[config.mk]
export PLATFORM = sky130hd
export DESIGN_NAME = mem_bus_arbiter
export DESIGN_NICKNAME = d
export VERILOG_FILES = /design/src/rtl/mem_arb_pkg.sv /design/src/rtl/mem_arb_wbuf.sv /design/src/rtl/mem_bus_arbiter.sv
export SDC_FILE = /design/constraint.sdc
export NUM_CORES = 1
export LEC_CHECK = 0
export ABC_AREA = 1
export BUFFER_PORTS_ARGS = -buffer_cell sky130_fd_sc_hd__buf_2
export CAP_MARGIN = 25
export CORE_MARGIN = 4
export CORE_UTILIZATION = 30
export CTS_BUF_LIST = sky130_fd_sc_hd__clkbuf_16
export DETAILED_ROUTE_END_ITERATION = 16
export GPL_TIMING_DRIVEN = 0
export PLACE_DENSITY_LB_ADDON = 0.15
export SETUP_SLACK_MARGIN = 0.15
export SYNTH_ARGS = -nofsm -noshare
export SYNTH_HDL_FRONTEND = slang
export SYNTH_HIERARCHICAL = 1
export SYNTH_SLANG_ARGS = --single-unit
[constraint.sdc]
create_clock -name clk -period 8.9 [get_ports clk]
set_input_delay 1.335 -clock clk [delete_from_list [all_inputs] [get_ports clk]]
set_output_delay 1.335 -clock clk [all_outputs]
set_load 0.005 [all_outputs]
[src/rtl/mem_arb_pkg.sv]
// Shared types and constants for the memory bus arbiter.
//   arb_state_t : arbiter FSM state
//   MEMRW_*     : pipeline MemRW encodings (11 is illegal and decodes as none)
//   TMO_W       : width of the bus timeout counter
package mem_arb_pkg;
   typedef enum logic [1:0] {
      ST_IDLE   = 2'd0,
      ST_IFETCH = 2'd1,
      ST_DREAD  = 2'd2,
      ST_DWRITE = 2'd3
   } arb_state_t;

   localparam logic [1:0] MEMRW_LOAD  = 2'b10;
   localparam logic [1:0] MEMRW_STORE = 2'b01;
   localparam int         TMO_W       = 8;
endpackage

[src/rtl/mem_arb_wbuf.sv]
// One-entry posted-write buffer.
//   accept     : latch acc_addr/acc_data/acc_be, entry becomes valid
//   drain_done : entry has been written on the bus, entry becomes empty
//   cmp_word   : word address of the current load, for the conflict compare
//   valid/addr/data/be : buffered store
//   conflict   : buffered store targets the same word as cmp_word
// accept wins over drain_done so a store can refill the buffer in the
// same cycle the previous entry retires.
module mem_arb_wbuf
   import mem_arb_pkg::*;
#(
   parameter int ADDR_W = 32,
   parameter int DATA_W = 32
) (
   input  logic              clk,
   input  logic              rst,
   input  logic              accept,
   input  logic [ADDR_W-1:0] acc_addr,
   input  logic [DATA_W-1:0] acc_data,
   input  logic [3:0]        acc_be,
   input  logic              drain_done,
   input  logic [ADDR_W-3:0] cmp_word,
   output logic              valid,
   output logic [ADDR_W-1:0] addr,
   output logic [DATA_W-1:0] data,
   output logic [3:0]        be,
   output logic              conflict
);
   always_ff @(posedge clk or posedge rst) begin
      if (rst) begin
         valid <= 1'b0;
         addr  <= '0;
         data  <= '0;
         be    <= '0;
      end else if (accept) begin
         valid <= 1'b1;
         addr  <= acc_addr;
         data  <= acc_data;
         be    <= acc_be;
      end else if (drain_done) begin
         valid <= 1'b0;
      end
   end

   assign conflict = valid && (addr[ADDR_W-1:2] == cmp_word);
endmodule

[src/rtl/mem_bus_arbiter.sv]
// Shares one external memory port between instruction fetch and the
// MEM-stage load/store unit, with a posted-write buffer for stores.
//   clk, rst       : clock, async active-high reset
//   pipe_adv       : pipeline advances at this edge; clears per-instruction flags
//   i_req/i_addr/i_cancel, iready_n/i_rdata : fetch side
//   d_rw/d_addr/d_wdata/d_be, dready_n/d_rdata/dbusy : load/store side
//   m_req/m_we/m_addr/m_wdata/m_be, m_ack/m_rdata : external bus
//   err            : sticky bus timeout
module mem_bus_arbiter
   import mem_arb_pkg::*;
#(
   parameter int ADDR_W  = 32,
   parameter int DATA_W  = 32,
   parameter int TIMEOUT = 255
) (
   input  logic              clk,
   input  logic              rst,
   input  logic              pipe_adv,
   input  logic              i_req,
   input  logic [ADDR_W-1:0] i_addr,
   input  logic              i_cancel,
   output logic              iready_n,
   output logic [DATA_W-1:0] i_rdata,
   input  logic [1:0]        d_rw,
   input  logic [ADDR_W-1:0] d_addr,
   input  logic [DATA_W-1:0] d_wdata,
   input  logic [3:0]        d_be,
   output logic              dready_n,
   output logic [DATA_W-1:0] d_rdata,
   output logic              dbusy,
   output logic              m_req,
   output logic              m_we,
   output logic [ADDR_W-1:0] m_addr,
   output logic [DATA_W-1:0] m_wdata,
   output logic [3:0]        m_be,
   input  logic              m_ack,
   input  logic [DATA_W-1:0] m_rdata,
   output logic              err
);
   arb_state_t        state;
   logic              i_done, d_done, i_kill, st_acc;
   logic [TMO_W-1:0]  tcnt;
   logic              wb_valid, wb_conflict;
   logic [ADDR_W-1:0] wb_addr;
   logic [DATA_W-1:0] wb_data;
   logic [3:0]        wb_be;

   logic is_load, is_store, arb_en, ack_w, i_fin, d_fin;
   logic load_go, drain_go, fetch_go, st_accept;

   assign is_load  = (d_rw == MEMRW_LOAD);
   assign is_store = (d_rw == MEMRW_STORE);
   assign arb_en   = (state == ST_IDLE) || m_ack;
   assign ack_w    = (state == ST_DWRITE) && m_ack;
   assign d_fin    = (state == ST_DREAD) && m_ack;
   // A fetch cancelled while in flight still completes on the bus, but its
   // data is dropped.
   assign i_fin    = (state == ST_IFETCH) && m_ack && !i_kill && !i_cancel;

   // Requests already on the bus are excluded so the ack cycle cannot
   // re-issue the transaction that is just finishing.
   assign load_go  = is_load && !d_done && (state != ST_DREAD) && !wb_conflict;
   assign drain_go = wb_valid && (state != ST_DWRITE);
   assign fetch_go = i_req && !i_done && !i_cancel && (state != ST_IFETCH);

   assign st_accept = is_store && !st_acc && (!wb_valid || ack_w);
   assign dbusy     = is_store && !st_acc && wb_valid && !ack_w;

   mem_arb_wbuf #(.ADDR_W(ADDR_W), .DATA_W(DATA_W)) u_wbuf (
      .clk        (clk),
      .rst        (rst),
      .accept     (st_accept),
      .acc_addr   (d_addr),
      .acc_data   (d_wdata),
      .acc_be     (d_be),
      .drain_done (ack_w),
      .cmp_word   (d_addr[ADDR_W-1:2]),
      .valid      (wb_valid),
      .addr       (wb_addr),
      .data       (wb_data),
      .be         (wb_be),
      .conflict   (wb_conflict)
   );

   // Bus FSM: grants in IDLE or in the ack cycle (back-to-back issue).
   always_ff @(posedge clk or posedge rst) begin
      if (rst) begin
         state   <= ST_IDLE;
         m_req   <= 1'b0;
         m_we    <= 1'b0;
         m_addr  <= '0;
         m_wdata <= '0;
         m_be    <= '0;
         tcnt    <= '0;
         err     <= 1'b0;
      end else if (arb_en) begin
         tcnt <= '0;
         if (load_go) begin
            state   <= ST_DREAD;
            m_req   <= 1'b1;
            m_we    <= 1'b0;
            m_addr  <= d_addr;
            m_wdata <= '0;
            m_be    <= d_be;
         end else if (drain_go) begin
            state   <= ST_DWRITE;
            m_req   <= 1'b1;
            m_we    <= 1'b1;
            m_addr  <= wb_addr;
            m_wdata <= wb_data;
            m_be    <= wb_be;
         end else if (fetch_go) begin
            state   <= ST_IFETCH;
            m_req   <= 1'b1;
            m_we    <= 1'b0;
            m_addr  <= i_addr;
            m_wdata <= '0;
            m_be    <= 4'hF;
         end else begin
            state <= ST_IDLE;
            m_req <= 1'b0;
            m_we  <= 1'b0;
         end
      end else if (tcnt == TMO_W'(TIMEOUT)) begin
         err <= 1'b1;            // keep waiting; counter saturates
      end else begin
         tcnt <= tcnt + 1'b1;
      end
   end

   // Per-instruction completion flags. The ready strobes favour a
   // completion over pipe_adv so in-flight results are always delivered.
   always_ff @(posedge clk or posedge rst) begin
      if (rst) begin
         iready_n <= 1'b1;
         dready_n <= 1'b1;
         i_rdata  <= '0;
         d_rdata  <= '0;
         i_done   <= 1'b0;
         d_done   <= 1'b0;
         i_kill   <= 1'b0;
         st_acc   <= 1'b0;
      end else begin
         if (d_fin) begin
            d_rdata  <= m_rdata;
            dready_n <= 1'b0;
         end else if (pipe_adv) begin
            dready_n <= 1'b1;
         end
         if (pipe_adv)   d_done <= 1'b0;
         else if (d_fin) d_done <= 1'b1;

         if (i_fin) begin
            i_rdata  <= m_rdata;
            iready_n <= 1'b0;
         end else if (pipe_adv || i_cancel) begin
            iready_n <= 1'b1;
         end
         if (pipe_adv || i_cancel) i_done <= 1'b0;
         else if (i_fin)           i_done <= 1'b1;

         if (state == ST_IFETCH && m_ack)         i_kill <= 1'b0;
         else if (state == ST_IFETCH && i_cancel) i_kill <= 1'b1;

         if (pipe_adv)       st_acc <= 1'b0;
         else if (st_accept) st_acc <= 1'b1;
      end
   end
endmodule

==> flow_metrics.py, run 1 <==
metrics = {
    "timing": {
        "min_period_over_period": 0.392,
        "max_freq_ghz": 0.286,
        "setup_slack_ps": 5410,
        "hold_viol": 0,
        "fin_setup_tns_ps": 0,
        "clock-skew-final_ps": 16.9,
        "grt_setup_unrepaired": "no",
        "tightestPinTransition_ps": 695,
        "setup_viol": 0,
        "min_period_ps": 3490,
        "max_slew_margin": 0.536,
        "slew_violations": 0,
    },
    "setup_path": {
        "end_kind": "output pin",
        "cp_top_family": "buffers and inverters",
        "critPathRequiredTime_ps": 7570,
        "crit_buf_inv": 3,
        "path_max_fanout": 4,
        "crit_chain": "buf_2 -> inv_1 -> o21ai_0 -> nor3_1 -> buf_2",
        "cp-start-kind": "primary input",
        "crit_top_cell": "buf_2",
        "arrival_ps": 2160,
        "cp_slowest_cell": "o21ai_0",
        "critical_path.max_stage_delay_ps": 360,
        "path_class": "in -> out",
    },
    "synthesis": {
        "synth_top_cell_by_area": "dfrtp_1",
        "synthCells": 1320,
        "syn-num-nets": 1461,
        "yosys_warnings": 6,
        "synth_xor_area_frac": 0.000858,
        "synth_top_family_by_area": "simple AND/OR/NAND/NOR gates",
        "synth-compound-area-share": 0.0558,
        "synth_seq_cells": 220,
        "synthMuxAreaShare": 0,
        "synth.top_cell.area_share": 0.534,
        "synth-simple-area-share": 0.323,
        "syn_avg_cell_area_um2": 7.73,
        "synthAdderAreaFrac": 0.00123,
        "ys_seq_area_frac": 0.539,
        "ys_types": 28,
        "synth_area_mm2": 0.0102,
        "synthTopCellsByArea": "dfrtp_1, nand2_1, nand3_1",
    },
    "global_routing": {
        "overflow": 0,
        "antenna_found_initial": 7,
        "grt.total_usage": 0.184,
        "grt_pass1_wl_um": 54000,
        "grt_start_max_net_pins": 112,
        "grt_pass1_vias": 9518,
    },
    "place": {
        "place_area_mm2": 0.0122,
        "dp_hpwl_um": 26000,
        "place.gp.congestion": 0.835,
        "io_buffer_count": 277,
        "dp_cells": 2047,
        "place_ws_ps": 5440,
    },
    "power": {
        "power_switching_share": 0.400,
        "pwr-share-seq": 0.390,
        "comb_power_share": 0.392,
        "pwr-share-clk": 0.218,
        "p_sw_mw": 1.81,
        "ir_worst_vdd_mv": 0.156,
        "p_per_area_mw_per_mm2": 349,
        "cellLeakagePower_nw": 7.43,
        "p_int_mw": 2.72,
    },
    "clock_tree": {
        "cts_tree": "done",
        "cts.htree.levels": 1,
        "cts.clk_slew.worst_paths_ps": 50,
        "clock-sinks": 220,
        "hold_buffers": 0,
        "cts_root_buf": "clkbuf_16",
        "clk_path_buf_depth": 3,
        "cts_buffers": 27,
        "postCtsSetupBuffers": 0,
        "cts_resized": 0,
        "worstSkewPairLatency_ps": 530,
    },
    "hold_path": {
        "hold_class": "reg -> reg",
    },
    "die": {
        "die-area_mm2": 0.0370,
        "rows": 67,
        "ioPinCount": 278,
        "dieHeight_um": 192,
        "coreArea_mm2": 0.0335,
        "die_x_um": 192,
        "initial_utilization": 0.304,
    },
    "final_layout": {
        "final_nets": 1769,
        "area_growth_pct": 27.3,
        "utilization": 0.388,
        "final_cell_mix": "nand2_1, buf_2, dfrtp_1, inv_1, nand3_1",
        "final_area_mm2": 0.0130,
        "fillers": 3632,
        "layout_commonest_cell": "nand2_1",
        "drive_gt1_frac": 0.231,
        "final_cells": 2094,
    },
    "drt": {
        "drtIter0Drc": 640,
        "firstDrtPassIters": 5,
        "ant_nets": 0,
        "wl_per_cell_um": 16.6,
        "wirelength_um": 34800,
        "viasPerCell": 4.56,
        "drcViolationCount": 0,
        "vias": 9547,
    },
    "outcome": {
        "status": "complete, no violations",
    },
    "run": {
        "drv_cap": 0,
    },
}
cell usage after synthesis:
library cell,number
nand2_1,602
nand2_2,3
buf_2,35
clkbuf_1,18
dfrtp_1,218
nand4_1,38
nor2_1,31
or2_2,2
nand3_1,115
o21ai_1,3
nand2_4,1
inv_2,2
clkbuf_2,1
buf_6,6
nand4_4,1
o31ai_1,1
xnor2_1,1
o21a_1,1
buf_4,8
nor3_1,3
buf_1,6
ha_1,1
inv_1,110
nor2_2,4
a21oi_1,4
o21ai_0,102
dfstp_2,2
o21ai_2,1
routing by layer:
layer | vias up | track usage | part of all wire
met4 | 8 | 0.0420 | 0.018
li1 | 4767 | - | -
met5 | - | 0 | 0.0013
met3 | 56 | 0.0432 | 0.076
met1 | 4427 | 0.262 | 0.46
met2 | 289 | 0.287 | 0.44
final cells by class:
class	instances	area, um2	share of cell area
Timing Repair Buffer	279	1440	0.111
Tap cell	448	561	0.0431
Clock inverter	17	95.1	0.00731
Sequential cell	220	5510	0.424
Multi-Input combinational cell	914	3880	0.299
Inverter	112	430	0.0331
Clock buffer	27	676	0.0520
Antenna cell	3	7.51	0.000577
Buffer	74	398	0.0306
cell families after synthesis:
logic type,after synthesis
XOR/XNOR,1
adder cells (fa/ha/maj),1
buffers and inverters,186
flip-flops,220
AND/OR/NAND/NOR,800
AO/OA/AOI/OAI,112
worst paths after layout:
path / start / endpoint / slack [ps] / depth (start not counted)
worst max-delay path: m_ack / dbusy / 5410 / 5
worst min-delay path: err$_DFFE_PP0P_ / err$_DFFE_PP0P_ / 460 / 2
worst max register to register: u_wbuf/addr[4]$_DFFE_PP0P_ / m_addr[25]$_DFFE_PP0P_ / 6510 / 16
worst min register to register: err$_DFFE_PP0P_ / err$_DFFE_PP0P_ / 460 / 2
max in group asynchronous: rst / m_addr[29]$_DFFE_PP0P_ / 7210 / 3
min in group asynchronous: rst / m_wdata[10]$_DFFE_PP0P_ / 820 / 2
worst min-delay path, stage by stage (launching register included):
cell,delay [ps]
dfrtp_1,340
inv_1,40
nand2_1,50
sequential cells by signal, indices dropped and copies added (netlist names), 2 cells and up:
signal and flops:
u_wbuf/data 32, m_wdata 32, m_be 4, d_rdata 32, u_wbuf/be 4, m_addr 32, tcnt 8, u_wbuf/addr 32
i_rdata 32, state 2
per-stage QoR:
stage	hold slack, ps	power (mW)
floorplan	437	2.78
global placement	449	3.55
detailed placement	448	3.58
CTS	462	4.60
global route	489	4.95
finish	458	4.53
power groups by stage:
| stage | registers, mW | clock network, mW | logic, mW |
|---|---|---|---|
| after floorplan | 1.75 | 0 | 1.04 |
| after detailed placement | 1.78 | 0 | 1.81 |
| after global routing | 1.83 | 1.07 | 2.06 |
| after global placement | 1.77 | 0 | 1.79 |
| final | 1.77 | 0.988 | 1.78 |
| after CTS | 1.77 | 1.02 | 1.81 |
(Power assumes the default switching activity.)
==> run 2: changes to the inputs <==
Clock period 8.9 ns to 3.2 ns, I/O delays scaled along.
==> run 2 against run 1 <==
  * Highest routed layer unchanged
  * Combinational power increased to 2.8 times the previous value
  * Worst hold slack got worse by 310 ps
  * First-iteration DRC count decreased by 19%
  * Clock power increased to 3.1 times the previous value
  * Sequential cell count unchanged
  * Register-to-register slack got worse by 5800 ps
==> flow_metrics.py, run 2 (synthesis gave the netlist of run 1 again) <==
metrics = {
    "final_layout": {
        "final_cells": 2103,
        "final_cell_mix": "nand2_1, buf_2, dfrtp_1, nand3_1, inv_1",
        "layout_commonest_cell": "nand2_1",
        "final_nets": 1773,
        "fillers": 3621,
        "drive_gt1_frac": 0.237,
        "area_growth_pct": 29.0,
    },
    "timing": {
        "clock-skew-final_ps": 14.7,
        "tightestPinTransition_ps": 683,
        "max_slew_margin": 0.543,
        "setup_viol": 0,
        "fin_setup_tns_ps": 0,
        "min_period_ps": 2580,
        "slew_violations": 0,
        "hold_viol": 0,
        "min_period_over_period": 0.807,
        "grt_setup_unrepaired": "no",
        "max_freq_ghz": 0.387,
    },
    "global_routing": {
        "grt.total_usage": 0.184,
        "grt_pass1_vias": 9527,
        "antenna_found_initial": 7,
        "grt_start_max_net_pins": 54,
        "overflow": 0,
        "grt_pass1_wl_um": 54100,
    },
    "hold_path": {
        "hold_depth": 3,
        "min_from": "d_wdata[21]",
        "hold_class": "in -> reg",
        "hold-path-endpoint": "u_wbuf/data[21]$_DFFE_PP0P_",
    },
    "setup_path": {
        "crit_buf_inv": 3,
        "cp-startpoint": "u_wbuf/valid$_DFFE_PP0P_",
        "path_max_fanout": 10,
        "cp_slowest_cell": "dfrtp_1",
        "reg2reg_from": "u_wbuf/addr[17]$_DFFE_PP0P_",
        "cp_top_family": "buffers and inverters",
        "path_class": "reg -> out",
        "r2r-end": "m_addr[28]$_DFFE_PP0P_",
        "r2r_setup_slack_ps": 700,
        "crit_top_cell": "buf_2",
        "end_kind": "output pin",
        "crit_chain": "clkbuf_1 -> buf_2 -> o21ai_0 -> nor3_1 -> buf_2",
        "cp-start-kind": "flop",
        "arrival_ps": 2100,
        "critical_path.max_stage_delay_ps": 400,
        "reg2reg_depth": 16,
        "critPathRequiredTime_ps": 2720,
    },
    "run": {
        "drv_cap": 0,
    },
    "die": {
        "initial_utilization": 0.304,
        "die_x_um": 192,
        "dieHeight_um": 192,
        "die-area_mm2": 0.0370,
        "rows": 67,
        "ioPinCount": 278,
        "coreArea_mm2": 0.0335,
    },
    "clock_tree": {
        "clock-sinks": 220,
        "cts_root_buf": "clkbuf_16",
        "cts.htree.levels": 1,
        "cts.clk_slew.worst_paths_ps": 60,
        "cts_resized": 0,
        "cts_buffers": 27,
        "clk_path_buf_depth": 3,
        "cts_tree": "done",
        "worstSkewPairLatency_ps": 540,
    },
    "drt": {
        "drtIter0Drc": 518,
        "vias": 9611,
        "ant_nets": 0,
        "viasPerCell": 4.57,
        "drcViolationCount": 0,
        "wl_per_cell_um": 16.6,
        "wirelength_um": 35000,
        "firstDrtPassIters": 5,
    },
    "outcome": {
        "status": "complete, no violations",
    },
    "place": {
        "io_buffer_count": 277,
        "dp_hpwl_um": 26400,
        "place.gp.congestion": 0.844,
        "dp_cells": 2050,
    },
    "power": {
        "ir_worst_vdd_mv": 0.454,
        "p_per_area_mw_per_mm2": 984,
        "cellLeakagePower_nw": 7.49,
    },
}
==> run 2: changes by cell type in the layout (fill, tap and decap cells not counted), sizes merged <==
cell,before,now
clkinvlp,0,2
bufinv,1,4
dlygate4sd3,0,1
buf,334,337
inv,120,116
clkinv,8,12
==> run 2: worst max-delay path by stage <==
stage | endpoint | depth (start not counted) | slack, ps
2_1_floorplan | d_done$_DFFE_PP0P_ | 1 | 820
3_5_place_dp | m_be[0]$_DFFE_PP0P_ | 16 | 490
6_report | dbusy | 5 | 620
3_3_place_gp | m_be[0]$_DFFE_PP0P_ | 2 | -390
4_1_cts | dbusy | 5 | 640
5_1_grt | m_be[0]$_DFFE_PP0P_ | 14 | 460
==> run 2: routing by layer <==
| layer | wire length (um) | GRT usage | vias up |
|---|---|---|---|
| li1 | - | - | 4779 |
| met1 | 16000 | 0.260 | 4471 |
| met2 | 15600 | 0.289 | 302 |
| met3 | 2770 | 0.0467 | 49 |
| met4 | 630 | 0.0376 | 10 |
| met5 | 52 | 0 | - |
==> run 2: final cells by class <==
class,count,area (um2),area share
antenna,3,7.51,0.000570
buffer,74,398,0.0302
timing repair buffer,283,1500,0.114
clock inverter,22,206,0.0157
multi-input combinational,914,3880,0.295
clock buffer,27,676,0.0513
tap,448,561,0.0426
inverter,112,427,0.0324
sequential,220,5510,0.418
==> run 2: power by group <==
part / internal [mW] / switching, mW / total (mW)
clock network: 1.85 / 1.22 / 3.07
registers: 4.10 / 0.809 / 4.91
logic: 1.88 / 3.10 / 4.98
total: 7.84 / 5.12 / 13.0
==> run 2: repair_timing <==
item	4_1_cts	5_1_grt
hold buffers	1	0
buffers inserted	0	0
endpoints found under the hold margin	16	0
==> run 2: through the flow <==
stage               setup slack [ps]  area [um2]  utilization  hold slack [ps]  power [mW]
floorplan                        819       10200            -              437        7.74
global placement                -394       12200        0.363              451        9.90
detailed placement               494       12300        0.366              452        9.98
CTS                              644       13200        0.393              112        13.1
global route                     457       13200        0.393              124        14.1
finish                           619       13200        0.393              148        13.0
==> run 2: worst min-delay path: stages <==
cell,delay [ps]
buf_2,70
nand2_1,40
nand2_1,50
==> run 3: changes to the inputs <==
Clock period 3.2 ns to 2.2 ns, I/O delays scaled along.
==> run 3 against run 2 <==
  * Final area grew 5.6%
  * Critical path depth grew 11
  * Clock skew grew 4.3 ps
  * Largest cell class unchanged
  * Clock power grew 41%
==> flow_metrics.py, run 3 (synthesis gave the netlist of run 1 again) <==
metrics = {
    "outcome": {
        "status": "complete, no violations",
    },
    "power": {
        "p_int_mw": 11.9,
        "pwr-share-seq": 0.365,
        "cellLeakagePower_nw": 7.80,
        "ir_worst_vdd_mv": 0.684,
        "pwr-share-clk": 0.221,
        "power_switching_share": 0.393,
        "p_sw_mw": 7.69,
        "p_per_area_mw_per_mm2": 1410,
        "comb_power_share": 0.415,
    },
    "clock_tree": {
        "cts.htree.levels": 1,
        "worstSkewPairLatency_ps": 530,
        "cts_root_buf": "clkbuf_16",
        "clock-sinks": 220,
        "clk_path_buf_depth": 3,
        "cts_buffers": 26,
        "cts.clk_slew.worst_paths_ps": 60,
        "cts_tree": "done",
    },
    "die": {
        "coreArea_mm2": 0.0335,
        "ioPinCount": 278,
        "initial_utilization": 0.304,
        "die_x_um": 192,
        "die-area_mm2": 0.0370,
        "dieHeight_um": 192,
        "rows": 67,
    },
    "final_layout": {
        "layout_commonest_cell": "nand2_1",
        "final_nets": 1821,
        "area_growth_pct": 36.2,
        "drive_gt1_frac": 0.262,
        "final_area_mm2": 0.0139,
        "utilization": 0.415,
        "final_cell_mix": "nand2_1, buf_2, dfrtp_1, nand3_1, inv_1",
    },
    "timing": {
        "min_period_ps": 2060,
        "max_freq_ghz": 0.485,
        "setup_viol": 0,
        "hold_viol": 0,
        "tightestPinTransition_ps": 871,
        "grt_setup_unrepaired": "yes",
        "hold_slack_ps": 20.7,
        "clock-skew-final_ps": 18.9,
        "min_period_over_period": 0.936,
        "max_slew_margin": 0.418,
        "slew_violations": 0,
    },
    "global_routing": {
        "grt.total_usage": 0.186,
        "overflow": 0,
        "grt_pass1_wl_um": 54200,
        "gr-max-usage-layer": "met2",
        "use_met3": 0.0393,
        "antenna_found_initial": 4,
        "met2_usage": 0.301,
        "grt_pass1_vias": 9601,
        "grt_start_max_net_pins": 39,
        "grt_use_met1": 0.257,
    },
    "place": {
        "dp_hpwl_um": 26400,
        "io_buffer_count": 277,
        "place_area_mm2": 0.0123,
        "place.gp.congestion": 0.862,
    },
    "drt": {
        "firstDrtPassIters": 5,
        "wirelength_um": 35800,
        "viasPerCell": 4.58,
        "vias": 9845,
        "drtIter0Drc": 587,
        "wl_per_cell_um": 16.6,
        "drcViolationCount": 0,
        "ant_nets": 0,
    },
    "hold_path": {
        "hold_depth": 3,
        "hold_class": "in -> reg",
    },
    "setup_path": {
        "cp-start-kind": "flop",
        "critPathRequiredTime_ps": 2660,
        "reg2reg_depth": 16,
        "arrival_ps": 2520,
        "end_kind": "flop",
        "path_class": "reg -> reg",
        "path_max_fanout": 10,
    },
    "run": {
        "drv_cap": 0,
    },
}
==> run 3: cell types whose count changed in the layout (fill, tap and decap cells not counted), moves of 5 or more <==
cell           previous run  this run
clkbuf_1                 18        12
buf_2                   312       297
buf_12                    4         9
buf_8                     0         5
nand2_2                   3        13
buf_6                     6        12
dlygate4sd3_1             1        25
buf_4                     8        31
nand2_1                 602       590
nor2_1                   31        25
==> run 3: power groups by stage <==
| stage | registers [mW] | clock network (mW) | logic (mW) |
|---|---|---|---|
| floorplan | 7.07 | 0 | 4.19 |
| CTS | 7.13 | 4.46 | 7.76 |
| global route | 7.38 | 4.64 | 9.22 |
| global placement | 7.16 | 0 | 7.22 |
| detailed placement | 7.19 | 0 | 7.32 |
| finish | 7.14 | 4.32 | 8.12 |
==> run 3: area by class of cell <==
class                           count  area (um2)
Multi-Input combinational cell    915        4020
Sequential cell                   220        5510
Buffer                             73         512
Tap cell                          448         561
Antenna cell                        1        2.50
Clock buffer                       27         676
Fill cell                        3565       19600
Clock inverter                     21         171
Timing Repair Buffer              332        2020
Inverter                          112         432
==> run 3: worst max-delay path, stage by stage, from the launching register on <==
cell     delay, ps
dfrtp_1        410
inv_1           80
nand2_1         90
nand2_1         70
nor2_1          40
nand2_1         60
nor2_1          40
nand2_1        120
nor2_4          50
nor2_4         190
nand3_4        130
nand2_4        150
nand2_8        110
nand2_8        140
buf_8          150
nand2_1        100
nand2_1         60
==> run 3: final timing paths <==
check                                              to                        from  slack (ps)
min in group asynchronous         m_be[1]$_DFFE_PP0P_                         rst         450
min reg2reg                           err$_DFFE_PP0P_             err$_DFFE_PP0P_         460
max                            m_addr[26]$_DFFE_PP0P_  u_wbuf/addr[6]$_DFFE_PP0P_         140
max reg2reg                    m_addr[26]$_DFFE_PP0P_  u_wbuf/addr[6]$_DFFE_PP0P_         140
max in group asynchronous  u_wbuf/addr[9]$_DFFE_PP0P_                         rst         970
min                          u_wbuf/be[1]$_DFFE_PP0P_                     d_be[1]          20
==> run 3: stage by stage <==
stage / TNS [ps] / setup slack, ps / power (mW) / cells
finish: 0 / 140 / 19.6 / 2149
global route: 0 / 40.0 / 21.2 / 2148
CTS: 0 / 137 / 19.3 / 2132
detailed placement: -18000 / -340 / 14.5 / 2050
global placement: -208720 / -1300 / 14.4 / 2045
floorplan: -4670 / -31.3 / 11.3 / 1320
==> run 3: repair_timing <==
| action | CTS | global route |
|---|---|---|
| buffers inserted | 7 | 13 |
| pin swaps | 3 | 13 |
| cloned | 2 | 4 |
| hold buffers | 25 | 0 |
| endpoints found under the hold margin | 41 | 0 |
| setup endpoints to repair | 137 | 134 |
| resized for setup | 37 | 50 |
==> run 3: metal layers <==
layer  part of all wire  routed length, um
met1               0.45              16100
met2               0.45              16200
met3              0.073               2610
met4              0.021                768
met5             0.0010                 36
